$ cat src/rtl/sha2_pkg.sv
// Shared SHA-2 schedule definitions: per-width sigma rotate/shift amounts, round
// counts, the schedule FSM state type and the small-sigma functions.
package sha2_pkg;

  localparam int unsigned MSG_IDX_W = 7;
  localparam int unsigned ROUNDS_32 = 64;
  localparam int unsigned ROUNDS_64 = 80;

  localparam int unsigned S0_ROT_A_32 = 7;
  localparam int unsigned S0_ROT_B_32 = 18;
  localparam int unsigned S0_SHR_32   = 3;
  localparam int unsigned S1_ROT_A_32 = 17;
  localparam int unsigned S1_ROT_B_32 = 19;
  localparam int unsigned S1_SHR_32   = 10;

  localparam int unsigned S0_ROT_A_64 = 1;
  localparam int unsigned S0_ROT_B_64 = 8;
  localparam int unsigned S0_SHR_64   = 7;
  localparam int unsigned S1_ROT_A_64 = 19;
  localparam int unsigned S1_ROT_B_64 = 61;
  localparam int unsigned S1_SHR_64   = 6;

  typedef enum logic [1:0] {
    ST_IDLE,
    ST_LOAD,
    ST_EXPAND
  } msg_sched_state_t;

  function automatic int unsigned rounds_for(input int unsigned width);
    return (width == 64) ? ROUNDS_64 : ROUNDS_32;
  endfunction

  function automatic logic [31:0] rotr32(input logic [31:0] x, input int unsigned n);
    return (x >> n) | (x << (32 - n));
  endfunction

  function automatic logic [63:0] rotr64(input logic [63:0] x, input int unsigned n);
    return (x >> n) | (x << (64 - n));
  endfunction

  function automatic logic [31:0] sigma0_32(input logic [31:0] x);
    return rotr32(x, S0_ROT_A_32) ^ rotr32(x, S0_ROT_B_32) ^ (x >> S0_SHR_32);
  endfunction

  function automatic logic [31:0] sigma1_32(input logic [31:0] x);
    return rotr32(x, S1_ROT_A_32) ^ rotr32(x, S1_ROT_B_32) ^ (x >> S1_SHR_32);
  endfunction

  function automatic logic [63:0] sigma0_64(input logic [63:0] x);
    return rotr64(x, S0_ROT_A_64) ^ rotr64(x, S0_ROT_B_64) ^ (x >> S0_SHR_64);
  endfunction

  function automatic logic [63:0] sigma1_64(input logic [63:0] x);
    return rotr64(x, S1_ROT_A_64) ^ rotr64(x, S1_ROT_B_64) ^ (x >> S1_SHR_64);
  endfunction

endpackage

$ cat src/rtl/msg_sched_next.sv
// Combinational schedule recurrence: new = s1(w14) + w9 + s0(w1) + w0 mod 2^WORD_W.
module msg_sched_next
  import sha2_pkg::*;
#(
  parameter int unsigned WORD_W = 32
) (
  input  logic [WORD_W-1:0] w14,
  input  logic [WORD_W-1:0] w9,
  input  logic [WORD_W-1:0] w1,
  input  logic [WORD_W-1:0] w0,
  output logic [WORD_W-1:0] new_word
);

  if (WORD_W == 64) begin : g_sha512
    assign new_word = sigma1_64(w14) + w9 + sigma0_64(w1) + w0;
  end else begin : g_sha256
    assign new_word = sigma1_32(w14) + w9 + sigma0_32(w1) + w0;
  end

endmodule

$ cat src/rtl/msg_schedule.sv
// SHA-2 message-schedule expander: serial 16-word load, then W[0..ROUNDS-1] out.
// Optional abort input enabled by defining MSG_SCHEDULE_ABORT_EN.
module msg_schedule
  import sha2_pkg::*;
#(
  parameter int unsigned WORD_W = 32
) (
  input  logic                 clk,
  input  logic                 rst_n,
`ifdef MSG_SCHEDULE_ABORT_EN
  input  logic                 abort,
`endif
  input  logic                 in_valid,
  output logic                 in_ready,
  input  logic [WORD_W-1:0]    in_word,
  output logic                 out_valid,
  input  logic                 out_ready,
  output logic [WORD_W-1:0]    out_word,
  output logic [MSG_IDX_W-1:0] out_idx,
  output logic                 out_last,
  output logic                 busy
);

  localparam int unsigned ROUNDS = rounds_for(WORD_W);
  localparam int unsigned IDX_W  = MSG_IDX_W;

  if (WORD_W != 32 && WORD_W != 64) begin : g_bad_width
    $error("msg_schedule: WORD_W must be 32 or 64");
  end

  msg_sched_state_t  state, state_next;
  logic [WORD_W-1:0] window [16];
  logic [WORD_W-1:0] new_word;
  logic [3:0]        cnt;
  logic [IDX_W-1:0]  round;
  logic              accept, xfer, abort_clr;

  msg_sched_next #(.WORD_W(WORD_W)) u_next (
    .w14      (window[14]),
    .w9       (window[9]),
    .w1       (window[1]),
    .w0       (window[0]),
    .new_word (new_word)
  );

  always_comb begin
    state_next = state;
    abort_clr  = 1'b0;
    in_ready   = (state != ST_EXPAND);
    out_valid  = (state == ST_EXPAND);
    busy       = (state != ST_IDLE);
    out_word   = out_valid ? window[0] : '0;
    out_idx    = round;
    out_last   = out_valid && (round == IDX_W'(ROUNDS - 1));
    accept     = in_valid && in_ready;
    xfer       = out_valid && out_ready;
    case (state)
      ST_IDLE:   if (accept) state_next = ST_LOAD;
      ST_LOAD:   if (accept && cnt == 4'd15) state_next = ST_EXPAND;
      ST_EXPAND: if (xfer && out_last) state_next = ST_IDLE;
      default:   state_next = ST_IDLE;
    endcase
`ifdef MSG_SCHEDULE_ABORT_EN
    // A same-cycle output handshake still shifts the window; only control is cancelled.
    if (abort && state != ST_IDLE) begin
      state_next = ST_IDLE;
      abort_clr  = 1'b1;
    end
`endif
  end

  always_ff @(posedge clk or negedge rst_n) begin
    if (!rst_n) begin
      state <= ST_IDLE;
      cnt   <= '0;
      round <= '0;
      for (int unsigned i = 0; i < 16; i++) window[i] <= '0;
    end else begin
      state <= state_next;
      if (accept) window[cnt] <= in_word;
      if (xfer) begin
        for (int unsigned i = 0; i < 15; i++) window[i] <= window[i+1];
        window[15] <= new_word;
      end
      if (abort_clr) begin
        cnt   <= '0;
        round <= '0;
      end else begin
        // cnt wraps 15 -> 0 on the final load word, leaving it clear for the next block.
        if (accept) cnt <= cnt + 4'd1;
        if (xfer) round <= out_last ? '0 : round + IDX_W'(1);
      end
    end
  end

endmodule

$ cat config.mk
export PLATFORM = sky130hd
export DESIGN_NAME = msg_schedule
export DESIGN_NICKNAME = d
export VERILOG_FILES = /design/src/rtl/sha2_pkg.sv /design/src/rtl/msg_sched_next.sv /design/src/rtl/msg_schedule.sv
export SDC_FILE = /design/constraint.sdc
export NUM_CORES = 1
export LEC_CHECK = 0
export CORE_UTILIZATION = 35
export DETAILED_ROUTE_END_ITERATION = 6
export PLACE_DENSITY = 0.56
export SYNTH_ARGS = -nofsm -noshare
export SYNTH_HDL_FRONTEND = slang
export SYNTH_SLANG_ARGS = --single-unit
$ cat constraint.sdc
create_clock -name clk -period 4.9 [get_ports clk]
set_clock_uncertainty 0.05 [all_clocks]
set_input_delay 0.49 -clock clk [delete_from_list [all_inputs] [get_ports clk]]
set_output_delay 0.49 -clock clk [all_outputs]
set_load 0.02 [all_outputs]
# == Word-level counts from Yosys, hierarchy flattened ==
# Index checks and enable logic that the tools add are counted.
# op_classes
add_sub_neg,5
n_lt_le_gt_ge,2
n_eq_ne,8
n_mux,11
bitwise,9
n_reduce_logical,10
# ops
cell,n
$mux 512,2
$bwmux 512,1
$demux 32 s4,1
$add 32x32->32,3
$mux 32,2
$xor 32x32->32,2
$or 13x32->32,1
$or 14x32->32,1
$or 15x32->32,1
$or 25x32->32,1
$xor 32x22->32,1
$xor 32x29->32,1
$add 7x1->7 const B,1
$eq 7x6->1 const B,1
$mux 7,1
$logic_and 1x1->1,6
$mux 2,3
$ne 2x2->1 const B,3
$pmux 2 s3,1
$ge 5x5->1 const B,1
$lt 5x1->1 const B,1
$not 4->5,1
$add 4x1->4 const B,1
$eq 4x4->1 const B,1
other kinds (6),7
# word_totals
reg_bits,525
inputBits,36
output_inout_bits,43
elab_cells,64

# == Longest topological paths before layout ==
# Gate-level depths: netlist of the first run.
# logic_depth
word_depth,8
ltp_mapped,16
mapped_depth_nobuf,14

# == By module ==
# A second synthesis of the first run with hierarchy kept.
# hier_totals
cells_unflattened,3731
hier_area_um2,31471.4
# by_module_without_submodules
module,instances,cells_each,area_each_um2,seq_area_each_um2
msg_schedule,1,3210,27176.1,13137.6
msg_sched_next,1,521,4295.4,0.0

# == Least setup slack after synthesis of the first run ==
# OpenSTA, ideal clock, no wires.
# synth_path
kind,register to register
start,register window[50] in the netlist's numbering
end,register window[31] in the netlist's numbering
setup_ns,0.120
arrival_ns,3.837
required_time_ns,4.730
path_slack_ns,0.893
stages_incl_launch_ff,15
n_path_buf,1
synth_period_minus_slack_ns,4.007
path_cell_list,dfrtp_1 clkbuf_1 xnor2_1 xnor2_1 fa_1 fa_1 ha_1 fa_1 a21o_1 and4_2 o2111ai_1 nand3b_1 o31ai_1 a21oi_1 o211a_1
# synth_via
elab_chain_len,7
elab_cells_between_ends,8
classes_between,add/sub (3); mux (1); bitwise (4)
# synth_lines
item,line,text
"start, declared",msg_schedule.sv:32,logic [WORD_W-1:0] window [16];
"start signal, assigned by index",msg_schedule.sv:80,if (accept) window[cnt] <= in_word;
$or 15x32->32 / $or 13x32->32 (equally long branches),sha2_pkg.sv:34,return (x >> n) | (x << (32 - n));
$xor 32x32->32,sha2_pkg.sv:46,"return rotr32(x, S1_ROT_A_32) ^ rotr32(x, S1_ROT_B_32) ^ (x >> S1_SHR_32);"
$xor 32x22->32 *,sha2_pkg.sv:46,
$add 32x32->32 * (3 in series),msg_sched_next.sv:17,assign new_word = sigma1_32(w14) + w9 + sigma0_32(w1) + w0;
$mux 512 *,msg_schedule.sv:81,if (xfer) begin
# Every way passes the cells marked *; elsewhere a longest branch is shown, timed or not.
# A chain may end at the register's enable or synchronous reset.

# == Worst setup path in the final report of the first run ==
# layout_path
start,register window[43] in the netlist's numbering
end,register window[31] in the netlist's numbering
# layout_via
elab_chain_len,7
elab_cells_between_ends,8
classes_between,add/sub (3); mux (1); bitwise (4)
# layout_lines
item,line
$or 13x32->32 / $or 15x32->32 (equally long branches),sha2_pkg.sv:34
$xor 32x32->32,sha2_pkg.sv:46
$xor 32x22->32 *,sha2_pkg.sv:46
$add 32x32->32 * (3 in series),msg_sched_next.sv:17
$mux 512 *,msg_schedule.sv:81
# Marks and branches as above.

==> impl_metrics.json, run 1 <==
{
  "status": "finished clean",
  "cp.arrival_ns": 4.98,
  "synth_seq_area_share_pct": 45.3,
  "drv_cap": 0,
  "antenna_cells": 0,
  "cts_tree": "built",
  "path_clk_slew_ns": 0.06,
  "relSlewSlack_pct": 19.2,
  "rows": 105,
  "firstDrtPassIters": 5,
  "core-area_um2": 82000,
  "worstPathMaxFanout": 5,
  "drt_iter0_markers": 1610,
  "grt_max_degree": 265,
  "synth_ff_type": "dfrtp_1",
  "cts_setup_buffers": 0,
  "clock-root-buffer": "clkbuf_16",
  "critPathCaptureType": "register",
  "syn_nets": 3134,
  "ctsLongestPathBuffers": 3,
  "path_class": "register to register",
  "period_needed_ns": 4.53,
  "tightest_slew_ns": 1.21,
  "synth-async-reset-ratio_pct": 100,
  "detail-route-antenna-nets": 0,
  "drc_errors": 0,
  "yosysWarnings": 0,
  "grt_pass1_wl_um": 128000,
  "area_growth_pct": 11.6,
  "fin_setup_tns_ns": 0,
  "wl_per_cell_um": 20.6,
  "hold_class": "input port to async pin",
  "numCtsBuffers": 56,
  "start_util_pct": 35.4,
  "fp.dieW_um": 290,
  "grt_overflow": 0,
  "clk_latency_ns": 0.62,
  "synth_edf_count": 0,
  "synth.distinct_cells": 62,
  "finalWeightedCongestion": 0.971,
  "grtUsageTotal_pct": 19.9,
  "cts_sinks": 525,
  "ys_ff_latch": 525,
  "wl_um": 83300,
  "syn_inst": 3000,
  "dieArea_um2": 84000,
  "grt_pass1_vias": 20400,
  "timing.final.crit_share_pct": 92.4,
  "ctsResizeCount": 0,
  "hold_viol_final": 0,
  "place.detailed.hpwl_um": 56300,
  "finalSetupViolations": 0,
  "netlist_area_um2": 29000,
  "vias": 21000,
  "cts_htree_levels": 2,
  "finalMaxSlewViolations": 0,
  "viasPerCell": 5.20,
  "regToRegStartpoint": "window[43]$_DFFE_PN0P_",
  "required_ns": 5.35,
  "antenna_found_initial": 2,
  "syn_avg_cell_area_um2": 9.66,
  "drive_gt1_share_pct": 6.01,
  "final_nets": 3051,
  "startpoint": "window[43]$_DFFE_PN0P_",
  "die_h_um": 290,
  "cp-start-kind": "register",
  "rsz0062_at_grt": "false",
  "port_buffers": 78,
  "io_pins": 79,
  "fmax_ghz": 0.221,
  "holdWs_ns": 0.416,
  "final_core_util_pct": 39.5
}
through the flow:
| stage | setup slack, ns | instances | area [µm²] |
|---|---|---|---|
| global placement | 0.524 | 3928 | 30500 |
| CTS | 0.403 | 4034 | 32400 |
| global route | 0.102 | 4034 | 32400 |
| finish | 0.374 | 4034 | 32400 |
| detailed placement | 0.416 | 3928 | 30500 |
| floorplan | 0.893 | 3000 | 29000 |
critical path: stages, from the launching register on:
cell and delay [ns]:
dfrtp_1 0.48, xnor2_1 0.18, xnor2_1 0.24, fa_1 0.48, fa_1 0.45, ha_1 0.24
fa_1 0.46, a21o_1 0.21, and4_2 0.29, o2111ai_1 0.28, nand3b_1 0.17, o31ai_1 0.51
a21oi_1 0.13, o211a_1 0.24
routing by layer:
metal	vias to the layer above	routed length (µm)	share of wire, %	track usage [%]
met2	402	39300	47	32.6
met1	10500	37900	46	27.3
met4	2	2480	3.0	6.05
met3	125	3510	4.2	2.74
li1	9895	-	-	-
met5	-	13	0.016	0
Yosys cell counts, drive strengths merged, types with 2 or more instances:
cell    count  area (µm²)
nor2       61         229
o31ai       5        37.5
nor2b       5        31.3
and4        2        18.8
nand2     568        2130
o21bai      3        22.5
or3         3        18.8
xnor2     116        1020
nand3b      2        15.0
a221oi      2        17.5
xor2       28         245
nor3        9        45.0
clkbuf    159         607
a21oi      33         176
mux2       10         113
a21o       25         189
o21a        6        45.0
nand2b      3        18.8
nand4      11        68.8
a211oi      5        37.5
nor3b       2        15.0
a31o        4        35.0
a31oi      18         113
nand3      21         105
dfrtp     525       13100
a21boi      2        26.3
mux2i     486        4860
and3        6        37.5
fa         62        1240
buf       111         572
a311oi      2        17.5
ha         36         450
o211a       2        20.0
o21ai     507        2540
o211ai      5        37.5
and2       11        70.1
inv       130         488
cells in the final DEF, fill, tap and decap left out, types with 10 or more instances in the layout:
cell             synthesis  final
nand2_1                567    566
dfrtp_1                525    525
o21ai_0                506    506
mux2i_1                486    486
inv_1                  130    130
xnor2_1                116    116
clkdlybuf4s50_1          0     77
fa_1                    62     62
nor2_1                  61     60
clkbuf_16                0     57
buf_4                    0     41
ha_1                    36     36
a21oi_1                 32     32
xor2_1                  28     28
a21o_1                  24     24
a31oi_1                 18     18
clkinv_2                 0     14
clkbuf_1               158     13
nand3_2                  0     12
nand4_1                 11     11
clkbuf_8                 1     11
mux2_2                  10     10
layout make-up:
cell class | instances | area [µm²]
Clock buffer | 81 | 1630
Clock inverter | 24 | 238
Fill cell | 8175 | 49600
Inverter | 130 | 488
Multi-Input combinational cell | 2075 | 14200
Sequential cell | 525 | 13100
Tap cell | 1070 | 1340
Timing Repair Buffer | 129 | 1280
state kept, by name (all words and copies together), names as in the netlist:
name	cells
out_idx	7
window	512
state	2
cnt	4
logic make-up after synthesis:
family	share of synthesized area (%)
simple gates	9.81
compound gates	11.7
flops	45.3
mux	17.2
buf+inv	5.75
xor+xnor	4.35
fa+ha+maj	5.84
worst paths after layout:
kind,slack [ns],cells past startpoint,to
max,0.37,13,window[31]$_DFFE_PN0P_
min,0.42,2,window[299]$_DFFE_PN0P_
min in group clk,0.42,2,window[168]$_DFFE_PN0P_
min reg2reg,0.42,2,window[168]$_DFFE_PN0P_
max reg2reg,0.37,13,window[31]$_DFFE_PN0P_
max in group asynchronous,3.10,3,window[48]$_DFFE_PN0P_
repair_timing:
item / CTS / global route
hold buffers: 1 / 0
hold endpoints to repair: 71 / 0
setup endpoints to repair: 0 / 0
Power of run 1 is left out: the tool's default activity adds up to more than one toggle a clock period on the data nets, which glitch-free logic cannot reach.
==> run 2: changes to the inputs <==
PLACE_DENSITY = 0.58   (was 0.56)
clock period = 3.9 ns   (was 4.9 ns; I/O delays follow)
==> impl_metrics.json, run 2 (same netlist as run 1, synthesis figures left out) <==
{
  "grt_max_degree": 149,
  "regMostFlops": "window",
  "final_core_util_pct": 42.4,
  "rsz0062_at_grt": "true",
  "numCtsBuffers": 57,
  "start_util_pct": 35.4,
  "drc_errors": 0,
  "required_ns": 4.36,
  "firstDrtPassIters": 5,
  "largest_reg_flops": 512,
  "grtUsageTotal_pct": 21.2,
  "violations": "setup timing",
  "placed_area_um2": 32100,
  "port_buffers": 78,
  "cts_htree_levels": 2,
  "critPathCaptureType": "register",
  "dieArea_um2": 84000,
  "area_growth_pct": 19.8,
  "wl_um": 89200,
  "fin_setup_tns_ns": -0.128,
  "detail-route-antenna-nets": 0,
  "fmax_ghz": 0.252,
  "layout_commonest_cell": "nand2_1",
  "drv_cap": 0,
  "finalSetupViolations": 4,
  "layout_common_cells": "nand2_1, dfrtp_1, o21ai_0",
  "viasPerCell": 5.11,
  "antenna_cells": 0,
  "status": "finished with violations",
  "hold_class": "input port to register",
  "fp.dieW_um": 290,
  "drt_iter0_markers": 1629,
  "relSlewSlack_pct": 31.5,
  "clk_latency_ns": 0.62,
  "die_h_um": 290,
  "timing.final.ws_setup_ns": -0.0630,
  "worstPathMaxFanout": 8,
  "antenna_found_initial": 2,
  "drive_gt1_share_pct": 14.8,
  "cts_sinks": 525,
  "io_pins": 79,
  "period_needed_ns": 3.96,
  "grt_pass1_vias": 21100,
  "wl_per_cell_um": 21.1,
  "timing.final.crit_share_pct": 102,
  "clock-root-buffer": "clkbuf_16",
  "path_class": "register to register",
  "dp_slack_ns": -0.201,
  "path_clk_slew_ns": 0.06,
  "crit_buf_inv": 3,
  "final_nets": 3241,
  "cp_cell_sequence": "buf_4 > xnor2_1 > xnor2_1 > fa_1 > inv_1 > fa_1 > inv_1 > ha_1 > nand2_1 > o21bai_1 > nor2_1 > a2111o_1 > o211a_1",
  "finalWeightedCongestion": 0.971,
  "crit_family": "adder cells",
  "max_stage_delay_ns": 0.51,
  "rows": 105,
  "cp-start-kind": "register",
  "cts_tree": "built",
  "grt_overflow": 0,
  "grt_pass1_wl_um": 135000,
  "hold_viol_final": 0,
  "vias": 21600,
  "ctsLongestPathBuffers": 3,
  "cp.arrival_ns": 4.42,
  "cp_slowest_cell": "xnor2_1",
  "final_area_um2": 34700,
  "tightest_slew_ns": 1.02,
  "place.detailed.hpwl_um": 62900,
  "finalMaxSlewViolations": 0,
  "core-area_um2": 82000
}
==> run 2: changes by cell type in the layout (fill, tap and decap cells not counted), sizes merged <==
cell,change
buf,+189
bufinv,+5
clkinv,-3
clkbuf,-2
clkinvlp,-1
inv,-1
==> run 2: layout make-up <==
type	count	area [µm²]
fill	8130	47200
multi-input combinational	2075	14900
sequential	525	13200
timing repair buffer	318	2870
clock buffer	79	1640
tap	1070	1340
inverter	130	488
clock inverter	24	375
==> run 2: worst register-to-register path, cell delays in order (launching register included) <==
cell      delay [ns]
dfrtp_1         0.50
buf_4           0.22
xnor2_1         0.17
xnor2_1         0.51
fa_1            0.28
inv_1           0.05
fa_1            0.49
inv_1           0.04
ha_1            0.42
nand2_1         0.17
o21bai_1        0.30
nor2_1          0.12
a2111o_1        0.41
o211a_1         0.11
==> run 2: routing by layer <==
metal,track usage [%],share of wire [%],vias to the layer above
met5,0,0,-
met1,29.4,46,10800
li1,-,-,10300
met4,5.71,2.7,0
met3,2.24,3.6,117
met2,35.2,48,369
==> run 2: timing repair <==
action                     in CTS  in global routing
pin swaps                      21                 18
cloned                          0                  0
gates resized for setup        61                 51
hold endpoints to repair       93                  0
hold buffers                    1                  0
setup buffers                   4                  2
setup endpoints to repair      16                 22
==> run 2: worst paths after layout <==
kind                            depth (start not counted)                      end                     from  slack [ns]
worst max-delay path                                   13   window[31]$_DFFE_PN0P_  window[476]$_DFFE_PN0P_       -0.06
worst min register to register                          2  window[444]$_DFFE_PN0P_  window[412]$_DFFE_PN0P_        0.42
worst min-delay path                                    3     state[0]$_DFFE_PN0P_                 in_valid        0.34
max in group asynchronous                               3  window[146]$_DFFE_PN0P_                    rst_n        2.36
worst max register to register                         13   window[31]$_DFFE_PN0P_  window[476]$_DFFE_PN0P_       -0.06
min in group asynchronous                               2  window[263]$_DFFE_PN0P_                    rst_n        0.39
==> run 2: through the flow <==
step | std cells | hold slack [ns]
floorplan | 3000 | 0.0444
global placement | 4114 | 0.408
detailed placement | 4114 | 0.415
CTS | 4222 | 0.321
global route | 4221 | 0.366
finish | 4221 | 0.342
Power of run 2 is left out for the same reason.
